<file path="config.mk">
export PLATFORM = sky130hd
export DESIGN_NAME = vec_loader
export DESIGN_NICKNAME = d
export VERILOG_FILES = /design/src/rtl/vec_loader_pkg.sv /design/src/rtl/vec_out_reg.sv /design/src/rtl/vec_loader.sv
export SDC_FILE = /design/constraint.sdc
export NUM_CORES = 1
export LEC_CHECK = 0
export BUFFER_PORTS_ARGS = -buffer_cell sky130_fd_sc_hd__buf_4
export CELL_PAD_IN_SITES_DETAIL_PLACEMENT = 1
export CELL_PAD_IN_SITES_GLOBAL_PLACEMENT = 1
export CORE_MARGIN = 2
export CORE_UTILIZATION = 42
export CTS_BUF_LIST = sky130_fd_sc_hd__clkbuf_16
export CTS_CLUSTER_SIZE = 10
export DETAILED_ROUTE_END_ITERATION = 16
export PLACE_DENSITY_LB_ADDON = 0.1
export SYNTH_ARGS = -nofsm -noshare
export SYNTH_HDL_FRONTEND = slang
export SYNTH_SLANG_ARGS = --single-unit
</file>
<file path="constraint.sdc">
create_clock -name clk -period 2.5 [get_ports clk]
set_input_delay 0.375 -clock clk [delete_from_list [all_inputs] [get_ports clk]]
set_output_delay 0.375 -clock clk [all_outputs]
set_load 0.01 [all_outputs]
</file>
<file path="src/rtl/vec_loader_pkg.sv">
// ---------------------------------------------------------------------------
// vec_loader_pkg
//   Constants shared by the vector loader, the vector multiplier and the
//   adder tree: default element width and vector length, the counter-width
//   helper, and the loader FSM state encodings.
// ---------------------------------------------------------------------------
package vec_loader_pkg;

    localparam int unsigned VL_DATA_BW     = 8;
    localparam int unsigned VL_MATRIX_SIZE = 16;

    // Loader FSM states (legacy two-state encoding)
    localparam logic [0:0] ST_FILL = 1'b0;
    localparam logic [0:0] ST_HOLD = 1'b1;

    // Smallest w with 2**w >= value; used to size lane counters.
    function automatic int unsigned vl_clog2(input int unsigned value);
        int unsigned w;
        w = 0;
        while ((32'd1 << w) < value) begin
            w++;
        end
        return w;
    endfunction

endpackage

</file>
<file path="src/rtl/vec_out_reg.sv">
// ---------------------------------------------------------------------------
// vec_out_reg
//   One-entry valid/ready register stage for a packed vector.
//   Ports:
//     clk, rst_n            clock, synchronous active-low reset
//     in_valid / in_ready   upstream handshake, in_data captured on accept
//     out_valid / out_ready downstream handshake, out_data held while stalled
// ---------------------------------------------------------------------------
module vec_out_reg #(
    parameter int unsigned WIDTH = 128
) (
    input  logic             clk,
    input  logic             rst_n,
    input  logic             in_valid,
    output logic             in_ready,
    input  logic [WIDTH-1:0] in_data,
    output logic             out_valid,
    input  logic             out_ready,
    output logic [WIDTH-1:0] out_data
);

    logic load;

    // Accepts when empty or when the held entry leaves this cycle.
    assign in_ready = ~out_valid | out_ready;
    assign load     = in_valid & in_ready;

    always_ff @(posedge clk) begin
        if (!rst_n) begin
            out_valid <= 1'b0;
            out_data  <= '0;
        end else if (load) begin
            out_valid <= 1'b1;
            out_data  <= in_data;
        end else if (out_ready) begin
            out_valid <= 1'b0;
        end
    end

endmodule

</file>
<file path="src/rtl/vec_loader.sv">
// ---------------------------------------------------------------------------
// vec_loader
//   Collects a stream of signed elements into MATRIX_SIZE-lane vectors and
//   presents each completed vector through a one-entry output register.
//   Ports:
//     clk, rst_n                clock, synchronous active-low reset
//     in_valid/in_ready/in_data element stream (k-th element -> lane k)
//     in_last                   short-vector terminator (optional feature)
//     out_valid/out_ready       packed vector handshake
//     out_data_flat             lane k at [k*DATA_BW +: DATA_BW]
//   Build option:
//     VEC_LOADER_SHORT_VEC_EN   in_last completes the vector early and the
//                               unwritten upper lanes read as zero; without
//                               it in_last is ignored.
// ---------------------------------------------------------------------------
module vec_loader
    import vec_loader_pkg::*;
#(
    parameter int unsigned DATA_BW     = VL_DATA_BW,
    parameter int unsigned MATRIX_SIZE = VL_MATRIX_SIZE
) (
    input  logic                           clk,
    input  logic                           rst_n,
    input  logic                           in_valid,
    output logic                           in_ready,
    input  logic signed [DATA_BW-1:0]      in_data,
    input  logic                           in_last,
    output logic                           out_valid,
    input  logic                           out_ready,
    output logic [DATA_BW*MATRIX_SIZE-1:0] out_data_flat
);

    localparam int unsigned      CNT_W     = vl_clog2(MATRIX_SIZE);
    localparam int unsigned      VEC_W     = DATA_BW * MATRIX_SIZE;
    localparam logic [CNT_W-1:0] LAST_LANE = CNT_W'(MATRIX_SIZE - 1);

    logic [0:0]       state;
    logic [CNT_W-1:0] cnt;
    logic [VEC_W-1:0] asm_vec;
    logic [VEC_W-1:0] vec_next;
    logic [VEC_W-1:0] push_data;
    logic             accept;
    logic             end_of_vec;
    logic             complete;
    logic             push_valid;
    logic             push_ready;

    assign in_ready = rst_n & (state == ST_FILL);
    assign accept   = in_valid & in_ready;

`ifdef VEC_LOADER_SHORT_VEC_EN
    assign end_of_vec = (cnt == LAST_LANE) | in_last;
`else
    logic unused_in_last;
    assign unused_in_last = in_last;
    assign end_of_vec     = (cnt == LAST_LANE);
`endif

    assign complete = accept & end_of_vec;

    // Assembly contents including the element offered this cycle. Lanes above
    // the fill position are forced to zero so an early in_last yields a
    // zero-padded vector without a separate clear pass.
    always_comb begin
        vec_next = '0;
        for (int unsigned k = 0; k < MATRIX_SIZE; k++) begin
            if (CNT_W'(k) == cnt) begin
                vec_next[k*DATA_BW +: DATA_BW] = in_data;
            end else if (CNT_W'(k) < cnt) begin
                vec_next[k*DATA_BW +: DATA_BW] = asm_vec[k*DATA_BW +: DATA_BW];
            end
        end
    end

    // A completed vector goes straight to the output register; in HOLD the
    // frozen assembly register is the source instead.
    assign push_valid = (state == ST_HOLD) | complete;
    assign push_data  = (state == ST_HOLD) ? asm_vec : vec_next;

    always_ff @(posedge clk) begin
        if (!rst_n) begin
            state   <= ST_FILL;
            cnt     <= '0;
            asm_vec <= '0;
        end else begin
            case (state)
                ST_FILL: begin
                    if (accept) begin
                        if (end_of_vec) begin
                            cnt <= '0;
                            if (push_ready) begin
                                asm_vec <= '0;
                            end else begin
                                asm_vec <= vec_next;
                                state   <= ST_HOLD;
                            end
                        end else begin
                            asm_vec <= vec_next;
                            cnt     <= cnt + 1'b1;
                        end
                    end
                end
                default: begin
                    if (push_ready) begin
                        asm_vec <= '0;
                        state   <= ST_FILL;
                    end
                end
            endcase
        end
    end

    vec_out_reg #(
        .WIDTH(VEC_W)
    ) u_out_reg (
        .clk      (clk),
        .rst_n    (rst_n),
        .in_valid (push_valid),
        .in_ready (push_ready),
        .in_data  (push_data),
        .out_valid(out_valid),
        .out_ready(out_ready),
        .out_data (out_data_flat)
    );

endmodule

</file>
==> results of run 1 <==
==> stage by stage <==
step	hold slack, ns	util, %
after floorplan	0.426	-
after global placement	0.439	49.0
after detailed placement	0.442	49.0
after CTS	0.113	52.2
after global routing	0.132	52.2
final	0.133	52.2
==> cells by family (layout without fill, tap and decap cells) <==
logic type	count (synthesis)	count (layout)	synth area share (%)
AOI/OAI and AO/OA	505	505	32.6
buffers and inverters	139	257	5.34
xor gates and xnor gates	1	1	0.0816
DFF	262	262	48.8
and+or+nand+nor	255	255	11.7
adders and majority gates	5	5	0.583
muxes	8	8	0.839
==> synth_stat cells (3+ instances only) <==
master	n	area [µm²]
sky130_fd_sc_hd__a211oi_1	10	75.1
sky130_fd_sc_hd__a211oi_2	4	50.1
sky130_fd_sc_hd__a21o_1	3	22.5
sky130_fd_sc_hd__a21oi_1	117	586
sky130_fd_sc_hd__a22o_1	63	552
sky130_fd_sc_hd__a22oi_1	49	368
sky130_fd_sc_hd__a311oi_1	17	149
sky130_fd_sc_hd__a32o_1	8	80.1
sky130_fd_sc_hd__and3_1	6	37.5
sky130_fd_sc_hd__buf_1	21	78.8
sky130_fd_sc_hd__buf_2	23	115
sky130_fd_sc_hd__clkbuf_1	81	304
sky130_fd_sc_hd__dfxtp_1	262	5250
sky130_fd_sc_hd__ha_1	5	62.6
sky130_fd_sc_hd__inv_1	9	33.8
sky130_fd_sc_hd__mux2_2	8	90.1
sky130_fd_sc_hd__nand2_1	122	458
sky130_fd_sc_hd__nand3_1	9	45.0
sky130_fd_sc_hd__nand3b_1	11	82.6
sky130_fd_sc_hd__nand4_1	25	156
sky130_fd_sc_hd__nor2_1	20	75.1
sky130_fd_sc_hd__nor2b_1	16	100
sky130_fd_sc_hd__nor3_1	31	155
sky130_fd_sc_hd__o211a_1	8	80.1
sky130_fd_sc_hd__o21a_1	5	37.5
sky130_fd_sc_hd__o21ai_0	76	380
sky130_fd_sc_hd__o21ai_1	8	40.0
sky130_fd_sc_hd__o221ai_1	8	70.1
sky130_fd_sc_hd__o2bb2ai_1	28	245
sky130_fd_sc_hd__o31ai_1	90	676
==> metal layers <==
metal	vias up	wire length, µm	track usage (%)
li1	4640	-	-
met1	4992	17100	37.4
met2	248	16800	43.7
met3	46	1770	3.69
met4	0	642	6.58
met5	-	0	0
==> power breakdown <==
| part | total (mW) | internal (mW) | switching, mW |
|---|---|---|---|
| Clock | 3.79 | 2.16 | 1.63 |
| Combinational | 0.431 | 0.128 | 0.303 |
| Sequential | 4.21 | 4.20 | 0.0102 |
| Total | 8.42 | 6.49 | 1.94 |
==> critical path: stages (launching register included) <==
cell	delay (ns)
sky130_fd_sc_hd__dfxtp_1	0.35
sky130_fd_sc_hd__ha_1	0.26
sky130_fd_sc_hd__nand3_1	0.28
sky130_fd_sc_hd__o21ai_1	0.46
sky130_fd_sc_hd__buf_4	0.25
sky130_fd_sc_hd__o21ai_1	0.08
sky130_fd_sc_hd__buf_4	0.16
sky130_fd_sc_hd__a22o_1	0.23
==> area by class of cell <==
type                            count  area share [%]
Timing Repair Buffer              210            12.7
Clock buffer                       31            5.92
Multi-Input combinational cell    774            37.7
Clock inverter                      6           0.182
Sequential cell                   262            40.1
Tap cell                          330            3.15
Inverter                           10           0.287
==> flip-flops by register name, summed over array words and instances, names as in the netlist <==
name,flops
u_out_reg.out_valid,1
u_out_reg.out_data,128
state,1
cnt,4
asm_vec,128
==> how the worst max path moves through the flow <==
stage	to	slack [ns]	depth (start not counted)
6_report	asm_vec[42]	0.30	7
5_1_grt	asm_vec[42]	0.14	7
4_1_cts	asm_vec[42]	0.32	7
3_5_place_dp	asm_vec[43]	0.35	7
3_3_place_gp	asm_vec[66]	0.41	5
2_1_floorplan	asm_vec[48]	0.44	8
==> metrics.txt, run 1 <==
run status=finished clean; relative area change from synthesis to final layout=22.0%; total number of placement rows=58; wire length of the first global-routing pass=57.0 mm; slew of the pin with the lowest slew margin=between 1 and 1.5 ns; height of the die=164 µm; total negative slack for setup checks=0 ns; largest net degree at the start of global routing=70; final setup fails=0; fin worst setup slack=0.304 ns; clk buf depth=3; depth of the worst register-to-register path=7; remaining max-slew budget at the tightest pin=31.5%; final routed wire length divided by cell count=22.4 µm; final standard cell area without fillers=0.0131 mm²; required time at the endpoint of the critical path=~2.9 ns; number of detailed-routing iterations run before antenna repair=5; first element of the critical path=cnt[1]; detail-routed via count per cell=6.12; Horiz. Die Dim=164 µm; number of I/O port buffers=141; arrival time at the worst endpoint=2.63 ns; number of warnings printed during yosys synthesis=0; cell chosen for the clock root=sky130_fd_sc_hd__clkbuf_16; Initial Util=42.8%; GRT Util Overall=26.8%; CTS-repair resized insts=0; Reg clk slew, reported paths=0.06 ns; wirelength, routed=36.3 mm; P per Cell Area=roughly 640 mW/mm²; number of max-capacitance violations reported=0; count of filler cells inserted in the layout=2877; Hold Path Cell Cnt=3; count of unresolved DRC violations after routing=0; setup slack at placement=around 0.35 ns; global placement routability congestion=around 0.85; later-pin clock latency in the skew report=0.55 ns; post-synthesis async set-or-reset flop share=0%; number of enable-type register cells in the synthesized netlist=0; die area=between 0.02 and 0.03 mm²; critical path startpoint category=flip-flop; startpoint of the worst hold path=rst_n; most common library cell in the layout ignoring fill and taps=sky130_fd_sc_hd__dfxtp_1; static leakage=5.26 nW; critical path start-end classification=flip-flop to flip-flop; sequential fraction of the synthesis area=48.8%; fmax=455 MHz; leading cell types in the layout, fill and taps excluded=261 x sky130_fd_sc_hd__dfxtp_1, 203 x sky130_fd_sc_hd__buf_4, 122 x sky130_fd_sc_hd__nand2_1; Antenna Nets Post-Route=0; via count=a little under 10000; flip-flop cell with the highest count after synthesis=sky130_fd_sc_hd__dfxtp_1; antenna violations before repair=0; unrepaired setup endpoints after global routing=false; shortest clock period the worst path allows after layout=2.20 ns; antenna cell count=0; worst clock skew=roughly 0.0089 ns; placed cells=1586; fraction of layout cells with a size suffix above 1=20.6%; total congestion overflow=0; post-synthesis instance area=0.0107 mm²; instance count of the mapped netlist=roughly 1200; nature of the critical path endpoint=flip-flop; CTS Buf Count=30; number of distinct standard cells referenced by the synthesized netlist=55; clk sinks=between 200 and 300; final max-slew violation count=0; Max rail drop VDD=approximately 0.00054 V; peak fanout along the critical path=9; via count of the first global-routing pass=9789; # IOs=143; register bit count reported by yosys=between 200 and 300; Mean Syn Cell Area=slightly above 9 µm²; starting DRC count in detailed routing=730; synthesized netlist net count=1193; terminating pin of the worst hold path=state; Clock H-tree levels=1; Post-CTS Hold Fix Bufs=0; number of setup buffers added after CTS=0; area of the multi-input gates=between 0.004 and 0.005 mm²; number of standard cells in the final layout excluding fillers=roughly 1600; half-perimeter wire length of the detailed placement result=between 20 and 25 mm; number of hold violations in the final report=0; sequential cell area=0.00525 mm²; total core area=0.0251 mm²; register-to-register setup slack=0.30 ns; Hold WC Path Type=primary input to flip-flop; final net count=1306; portion of the clock cycle consumed by the worst path in the final layout=87.8%; beginning of the worst register-to-register path=cnt[1]; TritonCTS clock tree=done; worst reg2reg path endpoint=asm_vec[42]; total power after layout=8.42 mW; area post-placement=roughly 0.012 mm²
Power figures use the tool's default switching activity.
==> inputs of run 2 (changes only) <==
Settings changed: MAX_ROUTING_LAYER set to met4.
==> run 2 against run 1 <==
Effect of this change: power about the same; routed wire length about the same; worst hold slack worse by 0.00088 ns; via count about the same; global-route usage up 0.79 points; sequential share of layout area unchanged; worst setup slack better by 0.0049 ns; largest cell class unchanged; highest routed layer unchanged.
==> metrics.txt, run 2 (same netlist as run 1, synthesis figures left out) <==
run status=finished clean; net switching power figure=1.94 mW (+0.32%); starting DRC count in detailed routing=721 (-1.2%); final net count=1306 (unchanged); static leakage=5.26 nW (unchanged); final max-slew violation count=0 (unchanged); placed cells=1586 (unchanged); number of hold violations in the final report=0 (unchanged); clk buf depth=3 (unchanged); Max rail drop VDD=0.000541 V (+0.41%); fin worst setup slack=0.309 ns (+0.00487 ns); remaining max-slew budget at the tightest pin=30.6% (-0.91 points); fraction of layout cells with a size suffix above 1=20.6% (unchanged); antenna violations before repair=0 (unchanged); setup slack at placement=0.345 ns (unchanged); total number of placement rows=58 (unchanged); sequential cell area=0.00525 mm² (unchanged); half-perimeter wire length of the detailed placement result=23.2 mm (unchanged); number of detailed-routing iterations run before antenna repair=7 (+2); number of setup buffers added after CTS=0 (unchanged); Post-CTS Hold Fix Bufs=0 (unchanged); nature of the critical path endpoint=flip-flop; Reg clk slew, reported paths=0.06 ns (about the same); global placement routability congestion=0.868 (+1.6%); CTS-repair resized insts=0 (unchanged); P per Cell Area=644 mW/mm² (about the same); worst clock skew=0.00829 ns (-0.000563 ns); number of I/O port buffers=141 (unchanged); clock network fraction of design power=45.0% (about the same); Initial Util=42.8% (unchanged); GRT Util Overall=27.6% (+0.79 points); Sw Share=23.1% (+0.057 points); number of max-capacitance violations reported=0 (unchanged); Largest regs=asm_vec: 128 flops, u_out_reg.out_data: 128 flops, cnt: 4 flops; Horiz. Die Dim=164 µm (unchanged); combinational share of power=5.1% (about the same); final setup fails=0 (unchanged); via count of the first global-routing pass=9776 (-0.13%); number of standard cells in the final layout excluding fillers=1623 (unchanged); wirelength, routed=36.3 mm (about the same); final routed wire length divided by cell count=22.4 µm (about the same); arrival time at the worst endpoint=2.62 ns (about the same); count of filler cells inserted in the layout=2877 (unchanged); unrepaired setup endpoints after global routing=false; most common library cell in the layout ignoring fill and taps=sky130_fd_sc_hd__dfxtp_1; largest net degree at the start of global routing=70 (unchanged); relative area change from synthesis to final layout=22.0% (unchanged); slew of the pin with the lowest slew margin=1.04 ns (+0.0137 ns); detail-routed via count per cell=6.12 (about the same); area of the multi-input gates=0.00494 mm² (unchanged); fmax=456 MHz (+0.22%); clk sinks=262 (unchanged); CTS Buf Count=30 (unchanged); later-pin clock latency in the skew report=0.55 ns (about the same); fraction of power consumed by sequential logic=49.9% (about the same); height of the die=164 µm (unchanged); cell chosen for the clock root=sky130_fd_sc_hd__clkbuf_16; # IOs=143 (unchanged); TritonCTS clock tree=done; critical path start-end classification=flip-flop to flip-flop; wire length of the first global-routing pass=57.0 mm (about the same); peak fanout along the critical path=9 (unchanged); portion of the clock cycle consumed by the worst path in the final layout=87.6% (-0.19 points); end-of-flow core utilization=52.2% (unchanged); Clock H-tree levels=1 (unchanged); total negative slack for setup checks=0 ns (unchanged); count of unresolved DRC violations after routing=0 (unchanged); critical path startpoint category=flip-flop; Antenna Nets Post-Route=0 (unchanged); leading cell types in the layout, fill and taps excluded=261 x sky130_fd_sc_hd__dfxtp_1, 203 x sky130_fd_sc_hd__buf_4, 122 x sky130_fd_sc_hd__nand2_1; cell internal power dissipation=6.49 mW (about the same); via count=9927 (+0.010%); total congestion overflow=0 (unchanged); Hold WC Path Type=primary input to flip-flop; shortest clock period the worst path allows after layout=2.19 ns (-0.00487 ns); required time at the endpoint of the critical path=2.93 ns (about the same); total core area=0.0251 mm² (unchanged); die area=0.0269 mm² (unchanged); antenna cell count=0 (unchanged)
-- run 2: cell counts in the layout (fill, tap and decap cells not counted) --
No cell type changed its count.
-- run 2: routing by layer --
metal / vias to the layer above / track usage [%] / routed length, µm
met2: 257 / 43.6 / 16700
met5: - / - / 0
li1: 4644 / - / -
met1: 4973 / 37.6 / 17100
met4: 0 / 6.58 / 705
met3: 53 / 3.54 / 1820
-- run 2: power by group through the flow --
stage | clock network (mW) | registers [mW] | logic, mW
after floorplan | 0 | 4.30 | 0.244
after global placement | 0 | 4.29 | 0.422
after detailed placement | 0 | 4.29 | 0.426
after CTS | 3.86 | 4.20 | 0.427
after global routing | 4.05 | 4.21 | 0.460
final | 3.79 | 4.21 | 0.431
-- run 2: worst max-delay path, stage by stage (launching register included) --
cell and delay, ns:
sky130_fd_sc_hd__dfxtp_1 0.35, sky130_fd_sc_hd__ha_1 0.25, sky130_fd_sc_hd__nand3_1 0.28, sky130_fd_sc_hd__o21ai_1 0.47, sky130_fd_sc_hd__buf_4 0.25, sky130_fd_sc_hd__o21ai_1 0.08, sky130_fd_sc_hd__buf_4 0.16, sky130_fd_sc_hd__a22o_1 0.23
-- run 2: cell type report --
cell class	instances	area share [%]
sequential	262	40.1
multi-input combinational	774	37.7
timing repair buffer	210	12.7
clock buffer	31	5.92
tap	330	3.15
inverter	10	0.287
clock inverter	6	0.182
-- run 2: path summary, 6_finish.rpt --
check	slack (ns)	from	endpoint	cells after the start
hold reg to reg	0.46	asm_vec[17]	asm_vec[17]	1
hold / removal	0.13	rst_n	state	3
setup reg to reg	0.31	cnt[1]	asm_vec[42]	7
setup / recovery	0.31	cnt[1]	asm_vec[42]	7
-- run 2: through the flow --
step                      total power, mW  hold WS (ns)  area (µm²)
after floorplan                      4.54         0.426       10700
after global placement               4.72         0.439       12300
after detailed placement             4.72         0.442       12300
after CTS                            8.50         0.113       13100
after global routing                 8.71         0.132       13100
final                                8.43         0.132       13100
